==> src/rtl/onehot_dec_pkg.sv <==
// Shared constants and decode helper for the binary <-> one-hot stream datapath.
// The encoder side imports the same package for its bit-width constants.
package onehot_dec_pkg;

  localparam int unsigned DEF_IN_W   = 2;
  localparam int unsigned DEF_OUT_W  = 4;
  localparam int unsigned DEF_CNT_W  = 8;
  localparam int unsigned DEF_WORD_W = DEF_OUT_W + 1;
  localparam int unsigned MAX_OUT_W  = 32;

  // Occupancy encoding of the two-entry buffer: bit0 = main full, bit1 = skid full.
  localparam logic [1:0] OCC_EMPTY = 2'b00;
  localparam logic [1:0] OCC_ONE   = 2'b01;
  localparam logic [1:0] OCC_FULL  = 2'b11;

  // Returns {onehot, err} with err in bit 0; callers truncate to out_w+1 bits.
  function automatic logic [MAX_OUT_W:0] to_onehot(input logic [31:0] code,
                                                   input int unsigned out_w);
    logic [MAX_OUT_W:0] word;
    if (code < out_w) word = {{MAX_OUT_W{1'b0}}, 1'b1} << (code + 32'd1);
    else              word = {{MAX_OUT_W{1'b0}}, 1'b1};
    return word;
  endfunction

endpackage

==> src/rtl/onehot_decoder_stream_skid.sv <==
// Generic two-entry valid/ready skid register: a main output register plus one
// skid entry, with in_ready taken straight from a flop.
module skid_buffer_2
  import onehot_dec_pkg::*;
#(
  parameter int unsigned W = 8
) (
  input  logic         clk,
  input  logic         rst_n,
  input  logic         in_valid,
  output logic         in_ready,
  input  logic [W-1:0] in_data,
  output logic         out_valid,
  input  logic         out_ready,
  output logic [W-1:0] out_data
);

  logic [1:0]   occ_q, occ_d;
  logic [W-1:0] main_q, main_d;
  logic [W-1:0] skid_q, skid_d;
  logic         rdy_q;
  logic         push;

  assign push = in_valid && rdy_q;

  always_comb begin
    // NOTE: every output of this block gets a default first, so no path leaves it unassigned (no latch).
    occ_d  = occ_q;
    main_d = main_q;
    skid_d = skid_q;
    case (occ_q)
      OCC_EMPTY: begin
        if (push) begin
          main_d = in_data;
          occ_d  = OCC_ONE;
        end
      end
      OCC_ONE: begin
        if (out_ready) begin
          if (push) main_d = in_data;
          else      occ_d  = OCC_EMPTY;
        end else if (push) begin
          skid_d = in_data;
          occ_d  = OCC_FULL;
        end
      end
      OCC_FULL: begin
        // Oldest word is in main, so skid always refills main before any new word.
        if (out_ready) begin
          main_d = skid_q;
          if (push) skid_d = in_data;
          else      occ_d  = OCC_ONE;
        end
      end
      default: occ_d = OCC_EMPTY;
    endcase
  end

  // NOTE: sequential state uses non-blocking assignments so all flops update from pre-edge values.
  always_ff @(posedge clk or negedge rst_n) begin
    if (!rst_n) begin
      occ_q  <= OCC_EMPTY;
      main_q <= '0;
      rdy_q  <= 1'b1;
    end else begin
      occ_q  <= occ_d;
      main_q <= main_d;
      rdy_q  <= (occ_d != OCC_FULL);
    end
  end

  // NOTE: skid data is only observed when its occupancy bit is set, so it needs no reset.
  always_ff @(posedge clk) begin
    skid_q <= skid_d;
  end

  assign in_ready  = rdy_q;
  assign out_valid = occ_q[0];
  assign out_data  = main_q;

endmodule

==> src/rtl/onehot_decoder_stream.sv <==
// Streaming binary-to-one-hot decoder: combinational decode, two-entry skid
// storage of {onehot, err}, and a saturating count of accepted illegal codes.
module onehot_decoder_stream
  import onehot_dec_pkg::*;
#(
  parameter int unsigned IN_W  = DEF_IN_W,
  parameter int unsigned OUT_W = DEF_OUT_W,
  parameter int unsigned CNT_W = DEF_CNT_W
) (
  input  logic             clk,
  input  logic             rst_n,
  input  logic             in_valid,
  output logic             in_ready,
  input  logic [IN_W-1:0]  in_code,
  output logic             out_valid,
  input  logic             out_ready,
  output logic [OUT_W-1:0] out_onehot,
  output logic             out_err,
  output logic [CNT_W-1:0] err_count,
  input  logic             err_clr
);

  localparam int unsigned WORD_W = OUT_W + 1;
  localparam logic [CNT_W-1:0] CNT_MAX = '1;

  if (OUT_W < 1 || OUT_W > (2 ** IN_W) || OUT_W > MAX_OUT_W) begin : g_bad_out_w
    $error("onehot_decoder_stream: OUT_W must be in 1..2**IN_W");
  end

  logic [WORD_W-1:0] dec_word;
  logic [WORD_W-1:0] out_word;
  logic              accept;

  assign dec_word = WORD_W'(to_onehot(32'(in_code), OUT_W));
  assign accept   = in_valid && in_ready;

  skid_buffer_2 #(
    .W (WORD_W)
  ) u_skid (
    .clk       (clk),
    .rst_n     (rst_n),
    .in_valid  (in_valid),
    .in_ready  (in_ready),
    .in_data   (dec_word),
    .out_valid (out_valid),
    .out_ready (out_ready),
    .out_data  (out_word)
  );

  assign out_onehot = out_word[WORD_W-1:1];
  assign out_err    = out_word[0];

  // Counted at acceptance, not at output, so the count is independent of backpressure.
  always_ff @(posedge clk or negedge rst_n) begin
    if (!rst_n) begin
      err_count <= '0;
    end else if (err_clr) begin
      err_count <= '0;
    end else if (accept && dec_word[0] && err_count != CNT_MAX) begin
      err_count <= err_count + 1'b1;
    end
  end

endmodule
==> config.mk <==
export PLATFORM = sky130hd
export DESIGN_NAME = onehot_decoder_stream
export DESIGN_NICKNAME = d
export VERILOG_FILES = /design/src/rtl/onehot_dec_pkg.sv /design/src/rtl/onehot_decoder_stream_skid.sv /design/src/rtl/onehot_decoder_stream.sv
export SDC_FILE = /design/constraint.sdc
export NUM_CORES = 1
export LEC_CHECK = 0
export BUFFER_PORTS_ARGS = -buffer_cell sky130_fd_sc_hd__buf_2
export CORE_MARGIN = 4
export CORE_UTILIZATION = 53
export DETAILED_ROUTE_END_ITERATION = 10
export GPL_TIMING_DRIVEN = 1
export PLACE_DENSITY = 0.76
export SLEW_MARGIN = 20
export SYNTH_ARGS = -nofsm -noshare
export SYNTH_HDL_FRONTEND = slang
export SYNTH_SLANG_ARGS = --single-unit
==> constraint.sdc <==
create_clock -name clk -period 2.2 [get_ports clk]
set_input_delay 0.22 -clock clk [delete_from_list [all_inputs] [get_ports clk]]
set_output_delay 0.22 -clock clk [all_outputs]
set_load 0.02 [all_outputs]
# After elaboration in Yosys (flattened, before gate mapping)
# Index checks and enable logic that the tools add are counted.
totals:
  register_bits: 21
  inputBits: 7
  output_inout_bits: 15
  elab_cells: 41
classes:
  add_sub_neg: 2
  eq_ne: 7
  n_shift: 1
  n_mux: 17
  n_reduce_logical: 9
ops:
  columns: ["op", "n"]
  rows:
  - ["two-way mux 5 bit", 6]
  - ["two-way mux 8 bit", 2]
  - ["one-hot mux 5 bit (3 select lines)", 1]
  - ["two-way mux 2 bit", 6]
  - ["one-hot mux 5 bit (2 select lines)", 1]
  - ["adder 8 x 1 -> 8 bit, second input constant", 1]
  - ["!= test 2 bit, second input constant", 4]
  - ["!= test 8 bit, second input constant", 1]
  - ["one-hot mux 2 bit (3 select lines)", 1]
  - ["AND reduction 3 bit", 2]
  - ["left shift 1 x 3 -> 5 bit, first input constant", 1]
  - ["nonzero test 2 bit", 2]
  - ["adder 2 x 1 -> 3 bit, second input constant", 1]
  - ["logical AND 1 bit", 3]
  - ["nonzero test 3 bit", 1]
  - ["== test 2 x 1 -> 1 bit, second input constant", 1]
  - ["== test 2 bit, second input constant", 1]
  - ["zero test 2 bit", 1]

# Longest topological paths before layout
# Gate-level depths: netlist (run 1).
logic_depth:
  depth_word: 6
  ltp_mapped: 3
  depth_no_buf: 3

# Hierarchy
# Synthesis (run 1) repeated with hierarchy kept, for this count alone.
hier_totals:
  hier_cells: 59
  area_unflattened_um2: 858.3
modules_own_cells:
  columns: ["module", "n_inst", "cells_per_inst", "area_each_um2", "seq_area_each_um2"]
  rows:
  - ["skid_buffer_2", 1, 38, 578.1, 351.6]
  - ["onehot_decoder_stream", 1, 21, 280.3, 200.2]

# Worst setup path after synthesis (run 1)
# OpenSTA, ideal clock, no wires.
synth_timing:
  path_kind: "reg2reg"
  from: "reg u_skid.occ_q[0]"
  to: "reg u_skid.main_q[1], in the netlist u_skid.out_data[1]"
  setup_time_ps: 125
  arrival_time_ps: 1276
  t_required_ps: 2075
  setup_slack_ps: 799
  stages_incl_launch_ff: 4
  path_buffers: 0
  synth_period_minus_slack_ps: 1401
  cell_sequence: "dfrtp_1 nand2_4 a22oi_4 mux2_4"
synth_between:
  elab_chain_len: 3
  word_cells_on_any_way: 8
  cone_classes: "eq/ne: 4; mux: 1; reduce/logical: 3"
synth_rtl:
  columns: ["item", "line", "source"]
  rows:
  - ["start: declaration", "onehot_decoder_stream_skid.sv:18", "logic [1:0] occ_q, occ_d;"]
  - ["start signal: assignment", "onehot_decoder_stream_skid.sv:62", "occ_q <= OCC_EMPTY;"]
  - ["start signal: assignment", "onehot_decoder_stream_skid.sv:66", "occ_q <= occ_d;"]
  - ["== test 2 bit, or another cell as far along", "onehot_decoder_stream_skid.sv:31", "case (occ_q)"]
  - ["!= test 2 bit (no line) or nonzero test 3 bit (tied branches)", null, null]
  - ["AND reduction 3 bit (no line)", null, null]
  - ["end signal: assignment", "onehot_decoder_stream_skid.sv:67", "main_q <= main_d;"]
  - ["end: declaration", "onehot_decoder_stream_skid.sv:19", "logic [W-1:0] main_q, main_d;"]
# Parallel ways exist; a longest one is shown, timed or not.
# A chain may end at the register's enable or synchronous reset.

# Worst setup path in the final report (run 1)
layout_timing:
  from: "reg u_skid.rdy_q, in the netlist u_skid.in_ready"
  to: "reg u_skid.main_q[3], in the netlist u_skid.out_data[3]"
layout_between:
  elab_chain_len: 4
layout_rtl:
  columns: ["item", "line", "source"]
  rows:
  - ["start: declaration", "onehot_decoder_stream_skid.sv:21", "logic rdy_q;"]
  - ["start signal: assignment", "onehot_decoder_stream_skid.sv:68", "rdy_q <= (occ_d != OCC_FULL);"]
  - ["logical AND 1 bit *", "onehot_decoder_stream_skid.sv:24", "assign push = in_valid && rdy_q;"]
  - ["two-way mux 5 bit *", null, null]
  - ["two-way mux 5 bit", null, null]
  - ["one-hot mux 5 bit (3 select lines) *", null, null]
# Every way passes the cells marked *; elsewhere a longest branch is shown, timed or not. The select of a mux whose other input is x is not followed.

==> impl_metrics.ini, run 1 <==
[worst_setup_path]
timing.critical_path.required_ns = 2.39
worst_setup_endpoint = u_skid.out_data[3]$_DFFE_PN0P_
regToRegEndpoint = u_skid.out_data[3]$_DFFE_PN0P_
timing.critical_path.slowest_stage_cell = dfstp_2
worstReg2RegStart = u_skid.in_ready$_DFF_PN1_
cp_cell_sequence = nand3b_1, a22oi_4, mux2_4
end_kind = register
cpPeakStageDelay_ns = 0.55
rrSetupSlack_ns = 0.82
setup_crit_start = u_skid.in_ready$_DFF_PN1_
worst-endpoint-arrival_ns = 1.56
worst_setup_sp_type = register
timing.critical_path.fanout_max = 5
worstSetupPathType = reg -> reg
timing.reg2reg.worst_path_depth = 3

[power]
total_switching_power_uw = 311
power_report.internal_total_uw = 673
comb_power_share = 0.295
power.sequential.fraction = 0.527
leakage_uw = 0.000523
power.clock.fraction = 0.178
vdd_ir_drop_max_v = 0.000632
power_density_mw_per_mm2 = 976
sw_share = 0.316

[logic_synthesis]
synth_area_sq_um = 847
yosys_warnings = 0
yosysMostFrequentCell = dfrtp_1
synth.area.mux_share = 0.130
synth_top_area_frac = 0.443
yosys.cell_types.count = 19
synthesized_area_divided_by_synthesized_cell_count_sq_um = 14.4
synth-adder-area-share = 0
synthFlopType = dfrtp_1
synth_seq_area_share = 0.651
synthSimpleGateAreaFrac = 0.137
synth_cell_count_leaders = dfrtp_1 (15), nor2b_1 (10), mux2_4 (6)
synthesized_area_fraction_occupied_by_ao_oa_aoi_and_oai_cells = 0.0591
dominant_combinational_cell_family_by_area_after_synthesis = simple AND/OR/NAND/NOR gates
yosys_register_bits = 21
synth_edf_count = 5
synth.area.top_cells = dfrtp_1 (44%), edfxtp_1 (18%), mux2_4 (11%)
postSynthNetCount = 66
synthesized_area_fraction_occupied_by_xor_and_xnor_cells = 0
synth_largest_area_cell = dfrtp_1
syn_inst = 59
async_flop_share = 0.762

[sta]
worst_hold_slack_ns = 0.170
hold_violation_count_in_the_final_report = 0
fmax_ghz = 0.727
finClkSkew_ns = 0.00438
fin_tns_setup_ns = 0
finalWorstPathRequiredPeriod_ns = 1.38
post-route-period-util = 0.625
slew_viol_final = 0
crit_path_setup_slack_layout_ns = 0.824
rsz0062_at_grt = no
setup_viol_count_final = 0

[cells_and_area]
num-nets-final = 93
final_layout_size_suffix_gt1_frac = 0.400
antenna-diode-count = 0
area_growth_syn_to_layout_pct = 19.1
final_design_area_no_fill_sq_mm = 0.00101
final_cell_count_no_fill = 101

[place]
dp_cells = 96
cell_area_placed_sq_um = 972
worst_slack_at_placement_ns = 0.842
dp.final_hpwl_um = 936
port_buffers = 21
gpl.final_weighted_congestion = 0.743

[grt]
gr-total-overflow = 0
track_usage = 0.121
first_global_vias = 466
antenna_found_initial = 0
first_pass_grt_wire_length_um = 1900
grt_max_degree = 17

[clock_network]
cts_tree = built
cts.repair_timing.setup_buffer_count = 0
root_buffer = clkbuf_4
clkSlewWorstSetupHoldPaths_ns = 0.11
insertion_delay_ns = 0.29
tritoncts.num_buffers = 3
cts.sink_count = 21
post_cts_resized = 0
cts-htree-levels = 1
cts_max_path_buffers = 2

[floorplanning]
placeableCoreArea_sq_mm = 0.00151
die_y_um = 48.0
fp.dieW_um = 48.0
starting_utilization_of_the_core_area = 0.562
die_area_sq_mm = 0.00230
ios = 22
row_count = 14

[job]
timing.max_cap.violations = 0

[routing]
drt_wl_total_um = 1230
drt.antenna.violating_nets = 0
via_per_inst = 4.99
post-route-drc-count = 0
routedWlPerCell_um = 12.1
first_pass_iters = 3
drtIter0Drc = 3
routed-via-count = 504

[min_path]
holdCritPathClass = in -> reg

[run_status]
run_status = completed
==> registers in the layout (all words and copies together), names as in the netlist <==
| signal | cells |
|---|---|
| u_skid.occ_q | 2 |
| err_count | 8 |
| u_skid.in_ready | 1 |
| u_skid.out_data | 5 |
| u_skid.skid_q | 5 |
==> power groups by stage <==
stage                     Clock (uW)  Combinational [uW]  Sequential [uW]
after detailed placement           0                 291              526
after floorplan                    0                 146              584
after global placement             0                 288              524
final                            175                 290              518
after CTS                        184                 294              519
after global routing             205                 316              527
==> worst min-delay path by stage <==
stage	slack (ns)	to	from	cells after the start
after floorplan	-0.08	err_count[0]$_DFFE_PN0P_	rst_n	0
after global placement	0.14	err_count[3]$_DFFE_PN0P_	rst_n	1
after detailed placement	0.15	err_count[3]$_DFFE_PN0P_	rst_n	1
after CTS	0.17	err_count[0]$_DFFE_PN0P_	err_clr	2
after global routing	0.16	err_count[6]$_DFFE_PN0P_	err_clr	2
final	0.17	err_count[2]$_DFFE_PN0P_	err_clr	2
==> area by class of cell <==
cell class / instances / area (sq um)
sequential: 21 / 552
fill: 120 / 498
multi-input combinational: 34 / 280
timing repair buffer: 22 / 115
clock buffer: 4 / 26.3
tap: 16 / 20.0
inverter: 4 / 15.0
==> per-layer routing <==
metal / vias up / routed length (um) / track usage
met1: 231 / 583 / 0.138
li1: 250 / - / -
met3: 5 / 87 / 0.0338
met5: - / 0 / 0
met2: 18 / 523 / 0.203
met4: 0 / 31 / 0.0645
==> cells by family after synthesis <==
| group | Yosys count |
|---|---|
| AO/OA/AOI/OAI | 6 |
| buffers and inverters | 4 |
| flip-flops | 21 |
| multiplexers | 8 |
| other | 1 |
| AND/OR/NAND/NOR | 19 |
==> critical path, delay by kind of cell, from the launching register on <==
kind | cells | cell delay (ns)
compound gates | 1 | 0.26
mux | 1 | 0.33
simple gates | 1 | 0.13
flops | 1 | 0.55
==> repair_timing <==
action,4_1_cts,5_1_grt
endpoints found under the hold margin,15,0
hold buffers,1,0
endpoints found under the setup margin,0,0
==> layout by cell type, fill, tap and decap left out <==
master,count
buf_2,21
dfrtp_1,15
nor2b_1,10
mux2_4,6
edfxtp_1,5
inv_1,4
nand2_1,3
clkbuf_4,3
o21ai_0,2
nor2_1,2
mux2i_1,2
nand3b_1,1
a21oi_1,1
o21a_1,1
and2_1,1
and3b_2,1
nand2_4,1
a22oi_4,1
o22ai_1,1
clkbuf_1,1
dlygate4sd3_1,1
dfstp_2,1
conb_1,1
==> metrics by stage <==
stage,util,power (uW)
floorplan,-,729
global placement,0.645,812
detailed placement,0.645,818
CTS,0.669,997
global route,0.669,1050
finish,0.669,984
Note: power is estimated with default switching activity, not from simulation.
==> run 2: changes to the inputs <==
--- a/config.mk
+++ b/config.mk
@@ -7,10 +7,10 @@
 export LEC_CHECK = 0
 export BUFFER_PORTS_ARGS = -buffer_cell sky130_fd_sc_hd__buf_2
 export CORE_MARGIN = 4
-export CORE_UTILIZATION = 53
+export CORE_UTILIZATION = 49
 export DETAILED_ROUTE_END_ITERATION = 10
 export GPL_TIMING_DRIVEN = 1
-export PLACE_DENSITY = 0.76
+export PLACE_DENSITY = 0.71
 export SLEW_MARGIN = 20
 export SYNTH_ARGS = -nofsm -noshare
 export SYNTH_HDL_FRONTEND = slang
==> constraint.sdc (replaced) <==
create_clock -name clk -period 1.4 [get_ports clk]
set_input_delay 0.14 -clock clk [delete_from_list [all_inputs] [get_ports clk]]
set_output_delay 0.14 -clock clk [all_outputs]
set_load 0.02 [all_outputs]
==> run 2 against run 1 <==
  * Setup slack got worse by 0.79 ns
  * First-iteration DRC count increased by 100%
  * Clock skew about the same
  * Combinational power up 58%
  * Sequential power is 58% higher
  * Sequential share of layout area shrank 0.21 points
  * Sequential cell count unchanged
  * Global-route usage grew 0.13 points
  * Count of clock-buffer cells in the layout decreased by 1
  * Non-clock buffer count unchanged
  * Largest cell class unchanged
  * Largest power group unchanged
==> impl_metrics.ini, run 2 (synthesized netlist as in run 1, its figures left out) <==
[clock_network]
cts-htree-levels = 1
clkSlewWorstSetupHoldPaths_ns = 0.12
insertion_delay_ns = 0.30
cts.sink_count = 21
tritoncts.num_buffers = 3
cts_max_path_buffers = 2
cts_tree = built
root_buffer = clkbuf_4

[cells_and_area]
seqCellArea_sq_um = 553
n_fill_cell = 127
area_growth_syn_to_layout_pct = 19.8
final_cell_count_no_fill = 101
largest_register_ff_count = 8
num-nets-final = 93
final_design_area_no_fill_sq_mm = 0.00101
multi_input_area_sq_um = 284
final_layout_size_suffix_gt1_frac = 0.435
final_core_util = 0.644
antenna-diode-count = 0
largest-register = err_count
layout_common_cells = buf_2 (21), dfrtp_1 (14), nor2b_1 (10), mux2_4 (6), edfxtp_1 (5)
layout_commonest_cell = buf_2

[floorplanning]
row_count = 14
fp.dieW_um = 49.6
die_area_sq_mm = 0.00246
ios = 22
starting_utilization_of_the_core_area = 0.537
placeableCoreArea_sq_mm = 0.00158
die_y_um = 49.6

[place]
dp_cells = 96
dp.final_hpwl_um = 953
port_buffers = 21
gpl.final_weighted_congestion = 0.673
cell_area_placed_sq_um = 973

[sta]
setup_viol_count_final = 0
fin_tns_setup_ns = 0
hold_violation_count_in_the_final_report = 0
fmax_ghz = 0.730
rsz0062_at_grt = no
post-route-period-util = 0.979
finalWorstPathRequiredPeriod_ns = 1.37
finClkSkew_ns = 0.00420
slew_viol_final = 0
worst_hold_slack_ns = 0.0771

[routing]
drt.antenna.violating_nets = 0
first_pass_iters = 3
routed-via-count = 511
routedWlPerCell_um = 12.6
via_per_inst = 5.06
drtIter0Drc = 6
drt_wl_total_um = 1280
post-route-drc-count = 0

[grt]
track_usage = 0.122
grt_max_degree = 17
antenna_found_initial = 0
gr-total-overflow = 0
first_global_vias = 500
first_pass_grt_wire_length_um = 2220

[power]
leakage_uw = 0.000525
vdd_ir_drop_max_v = 0.000792
sw_share = 0.325
power_report.internal_total_uw = 1060
power_density_mw_per_mm2 = 1540
total_switching_power_uw = 508
comb_power_share = 0.292
power.sequential.fraction = 0.522
power.clock.fraction = 0.186

[worst_setup_path]
worstReg2RegStart = u_skid.in_ready$_DFF_PN1_
timing.critical_path.fanout_max = 5
timing.critical_path.buf_inv = 0
worstSetupPathType = reg -> reg
regToRegEndpoint = u_skid.out_data[2]$_DFFE_PN0P_
timing.critical_path.slowest_stage_cell = dfstp_2
rrSetupSlack_ns = 0.03
timing.critical_path.required_ns = 1.60
cpPeakStageDelay_ns = 0.56
path_delay_family = flip-flops
cp_cell_sequence = nand3b_1, a22oi_4, mux2_4
timing.reg2reg.worst_path_depth = 3
end_kind = register
worst-endpoint-arrival_ns = 1.57
worst_setup_sp_type = register

[min_path]
timing.hold.worst_path_depth = 2
min_from = err_clr
hold_path_end = err_count[1]$_DFFE_PN0P_
holdCritPathClass = in -> reg

[run_status]
run_status = completed

[job]
timing.max_cap.violations = 0
[run 2: how the worst max path moves through the flow]
| stage | from | endpoint | slack, ns | cells after the start |
|---|---|---|---|---|
| final | u_skid.in_ready$_DFF_PN1_ | u_skid.out_data[2]$_DFFE_PN0P_ | 0.03 | 3 |
| after global routing | u_skid.in_ready$_DFF_PN1_ | u_skid.out_data[3]$_DFFE_PN0P_ | 0.01 | 3 |
| after detailed placement | u_skid.in_ready$_DFF_PN1_ | u_skid.skid_q[2]$_DFFE_PP_ | 0.04 | 3 |
| after CTS | u_skid.in_ready$_DFF_PN1_ | u_skid.out_data[2]$_DFFE_PN0P_ | 0.03 | 3 |
| after floorplan | u_skid.in_ready$_DFF_PN1_ | u_skid.out_data[1]$_DFFE_PN0P_ | 0.01 | 3 |
| after global placement | u_skid.in_ready$_DFF_PN1_ | u_skid.out_data[2]$_DFFE_PN0P_ | 0.06 | 3 |
[run 2: layout make-up]
cell class	count	area share
repair buffers	22	0.113
clock inverters	1	0.00493
well taps	16	0.0197
flip-flops and latches	21	0.545
multi-input cells	34	0.280
inverters	4	0.0148
clock buffers	3	0.0222
[run 2: per-stage QoR]
step / power (uW) / setup WS [ns]
floorplan: 1150 / 0.0104
global placement: 1280 / 0.0632
detailed placement: 1290 / 0.0425
CTS: 1580 / 0.0304
global route: 1670 / 0.00985
finish: 1570 / 0.0299
[run 2: per-layer routing]
| layer | GRT usage | part of all wire | routed length (um) | vias to the layer above |
|---|---|---|---|---|
| met4 | 0.0829 | 0.020 | 25 | 0 |
| met5 | 0 | 0 | 0 | - |
| met1 | 0.159 | 0.48 | 609 | 245 |
| li1 | - | - | - | 246 |
| met2 | 0.181 | 0.45 | 572 | 16 |
| met3 | 0.0271 | 0.055 | 70 | 4 |
[run 2: power by group through the flow]
stage	clock, uW	sequential (uW)	combinational [uW]
after floorplan	0	920	229
after global placement	0	826	452
after detailed placement	0	832	458
after CTS	303	819	460
after global routing	340	839	493
final	292	817	457
[run 2: timing repair]
| action | 4_1_cts | 5_1_grt |
|---|---|---|
| setup endpoints to repair | 0 | 5 |
| hold buffers | 1 | 0 |
| resized for setup | 0 | 1 |
| endpoints found under the hold margin | 15 | 0 |
| buffers inserted | 0 | 0 |
==> run 3: changes to the inputs <==
--- a/config.mk
+++ b/config.mk
@@ -10,7 +10,7 @@
 export CORE_UTILIZATION = 49
 export DETAILED_ROUTE_END_ITERATION = 10
 export GPL_TIMING_DRIVEN = 1
-export PLACE_DENSITY = 0.71
+export PLACE_DENSITY = 0.74
 export SLEW_MARGIN = 20
 export SYNTH_ARGS = -nofsm -noshare
 export SYNTH_HDL_FRONTEND = slang
==> run 3 against run 2 <==
  * Critical path depth did not move
  * Register-to-register slack barely moved
  * First-iteration DRC count fell by 50%
  * Critical path type unchanged
  * Critical endpoint is now u_skid.out_data[1]$_DFFE_PN0P_
  * Largest power group unchanged
==> impl_metrics.ini, run 3 (synthesized netlist as in run 1, its figures left out) <==
[run_status]
run_status = completed

[sta]
finalWorstPathRequiredPeriod_ns = 1.38
setup_viol_count_final = 0
worst_hold_slack_ns = 0.0790
finClkSkew_ns = 0.00711
fmax_ghz = 0.723
crit_path_setup_slack_layout_ns = 0.0172
hold_violation_count_in_the_final_report = 0
post-route-period-util = 0.988
slew_viol_final = 0
rsz0062_at_grt = yes

[clock_network]
cts_max_path_buffers = 2
cts.sink_count = 21
insertion_delay_ns = 0.30
root_buffer = clkbuf_4
tritoncts.num_buffers = 3
clkSlewWorstSetupHoldPaths_ns = 0.11
cts_tree = built
cts-htree-levels = 1

[worst_setup_path]
end_kind = register
timing.critical_path.buf_inv = 0
timing.critical_path.slowest_stage_cell = dfstp_2
timing.critical_path.required_ns = 1.60
timing.critical_path.fanout_max = 5
cp_cell_sequence = nand3b_1, a22oi_4, mux2_4
worst-endpoint-arrival_ns = 1.58
worst_setup_sp_type = register
cpPeakStageDelay_ns = 0.56
path_delay_family = flip-flops
worstSetupPathType = reg -> reg

[routing]
first_pass_iters = 2
drt.antenna.violating_nets = 0
routedWlPerCell_um = 12.3
drtIter0Drc = 3
via_per_inst = 4.94
drt_wl_total_um = 1270
routed-via-count = 509
post-route-drc-count = 0

[power]
total_switching_power_uw = 505
sw_share = 0.319
power.sequential.fraction = 0.514
vdd_ir_drop_max_v = 0.000780
power_density_mw_per_mm2 = 1540
power.clock.fraction = 0.180
power_report.internal_total_uw = 1080
comb_power_share = 0.306
leakage_uw = 0.000534

[floorplanning]
row_count = 14
die_y_um = 49.6
starting_utilization_of_the_core_area = 0.537
fp.dieW_um = 49.6
die_area_sq_mm = 0.00246
ios = 22
placeableCoreArea_sq_mm = 0.00158

[cells_and_area]
multi_input_area_sq_um = 284
final_layout_size_suffix_gt1_frac = 0.448
largest_register_ff_count = 8
final_cell_count_no_fill = 103
layout_commonest_cell = buf_2
seqCellArea_sq_um = 553
layout_common_cells = buf_2 (21), dfrtp_1 (14), nor2b_1 (10), mux2_4 (6), edfxtp_1 (5)
antenna-diode-count = 0
largest-register = err_count
n_fill_cell = 121
num-nets-final = 95
area_growth_syn_to_layout_pct = 21.6

[place]
gpl.final_weighted_congestion = 0.743
port_buffers = 21
dp.final_hpwl_um = 943
dp_cells = 96
worst_slack_at_placement_ns = 0.0355

[grt]
grt_max_degree = 17
gr-total-overflow = 0
antenna_found_initial = 0
track_usage = 0.115
first_global_vias = 473
first_pass_grt_wire_length_um = 2050

[job]
timing.max_cap.violations = 0

[min_path]
holdCritPathClass = in -> reg
run 3: cell count changes in the layout (fill, tap and decap cells not counted), sizes merged:
cell / change
buf: +2
run 3: path summary, 6_finish.rpt:
check | start | endpoint | slack (ns) | cells past startpoint
worst max register to register | u_skid.in_ready$_DFF_PN1_ | u_skid.out_data[1]$_DFFE_PN0P_ | 0.02 | 3
worst min-delay path | err_clr | err_count[3]$_DFFE_PN0P_ | 0.08 | 2
worst min register to register | err_count[7]$_DFFE_PN0P_ | err_count[7]$_DFFE_PN0P_ | 0.51 | 1
max in group asynchronous | rst_n | u_skid.in_ready$_DFF_PN1_ | 0.83 | 2
min in group asynchronous | rst_n | err_count[7]$_DFFE_PN0P_ | 0.27 | 2
worst max-delay path | u_skid.in_ready$_DFF_PN1_ | u_skid.out_data[1]$_DFFE_PN0P_ | 0.02 | 3
run 3: worst reg2reg max path: stages (launching register included):
cell,delay (ns)
dfstp_2,0.56
nand3b_1,0.13
a22oi_4,0.27
mux2_4,0.32
run 3: area by class of cell:
| type | count | area share |
|---|---|---|
| Clock buffer | 3 | 0.0219 |
| Inverter | 4 | 0.0146 |
| Tap cell | 16 | 0.0194 |
| Clock inverter | 1 | 0.00486 |
| Sequential cell | 21 | 0.537 |
| Multi-Input combinational cell | 34 | 0.276 |
| Timing Repair Buffer | 24 | 0.126 |
run 3: power by group through the flow:
stage	clock network [uW]	logic (uW)	registers (uW)
final	284	484	813
after global routing	329	523	827
after CTS	292	463	814
after detailed placement	0	460	827
after global placement	0	452	826
after floorplan	0	229	920
run 3: per-stage QoR:
| step | TNS (ns) | util | power (uW) | instance area [sq um] |
|---|---|---|---|---|
| 3_3_place_gp | 0 | 0.617 | 1280 | 973 |
| 4_1_cts | 0 | 0.641 | 1570 | 1010 |
| 6_report | 0 | 0.653 | 1580 | 1030 |
| 5_1_grt | -0.170 | 0.653 | 1680 | 1030 |
| 2_1_floorplan | 0 | - | 1150 | 848 |
| 3_5_place_dp | 0 | 0.617 | 1290 | 973 |
run 3: metal layers:
layer / up-vias / wire length (um) / global-route usage
li1: 254 / - / -
met1: 232 / 595 / 0.136
met2: 18 / 548 / 0.176
met3: 5 / 84 / 0.0331
met4: 0 / 43 / 0.0829
met5: - / 0 / 0
run 3: what timing repair did:
item                       in CTS  in global routing
hold endpoints to repair       15                  0
setup endpoints to repair       0                  8
hold buffers                    1                  0
setup buffers                   0                  2
resized for setup               0                  1
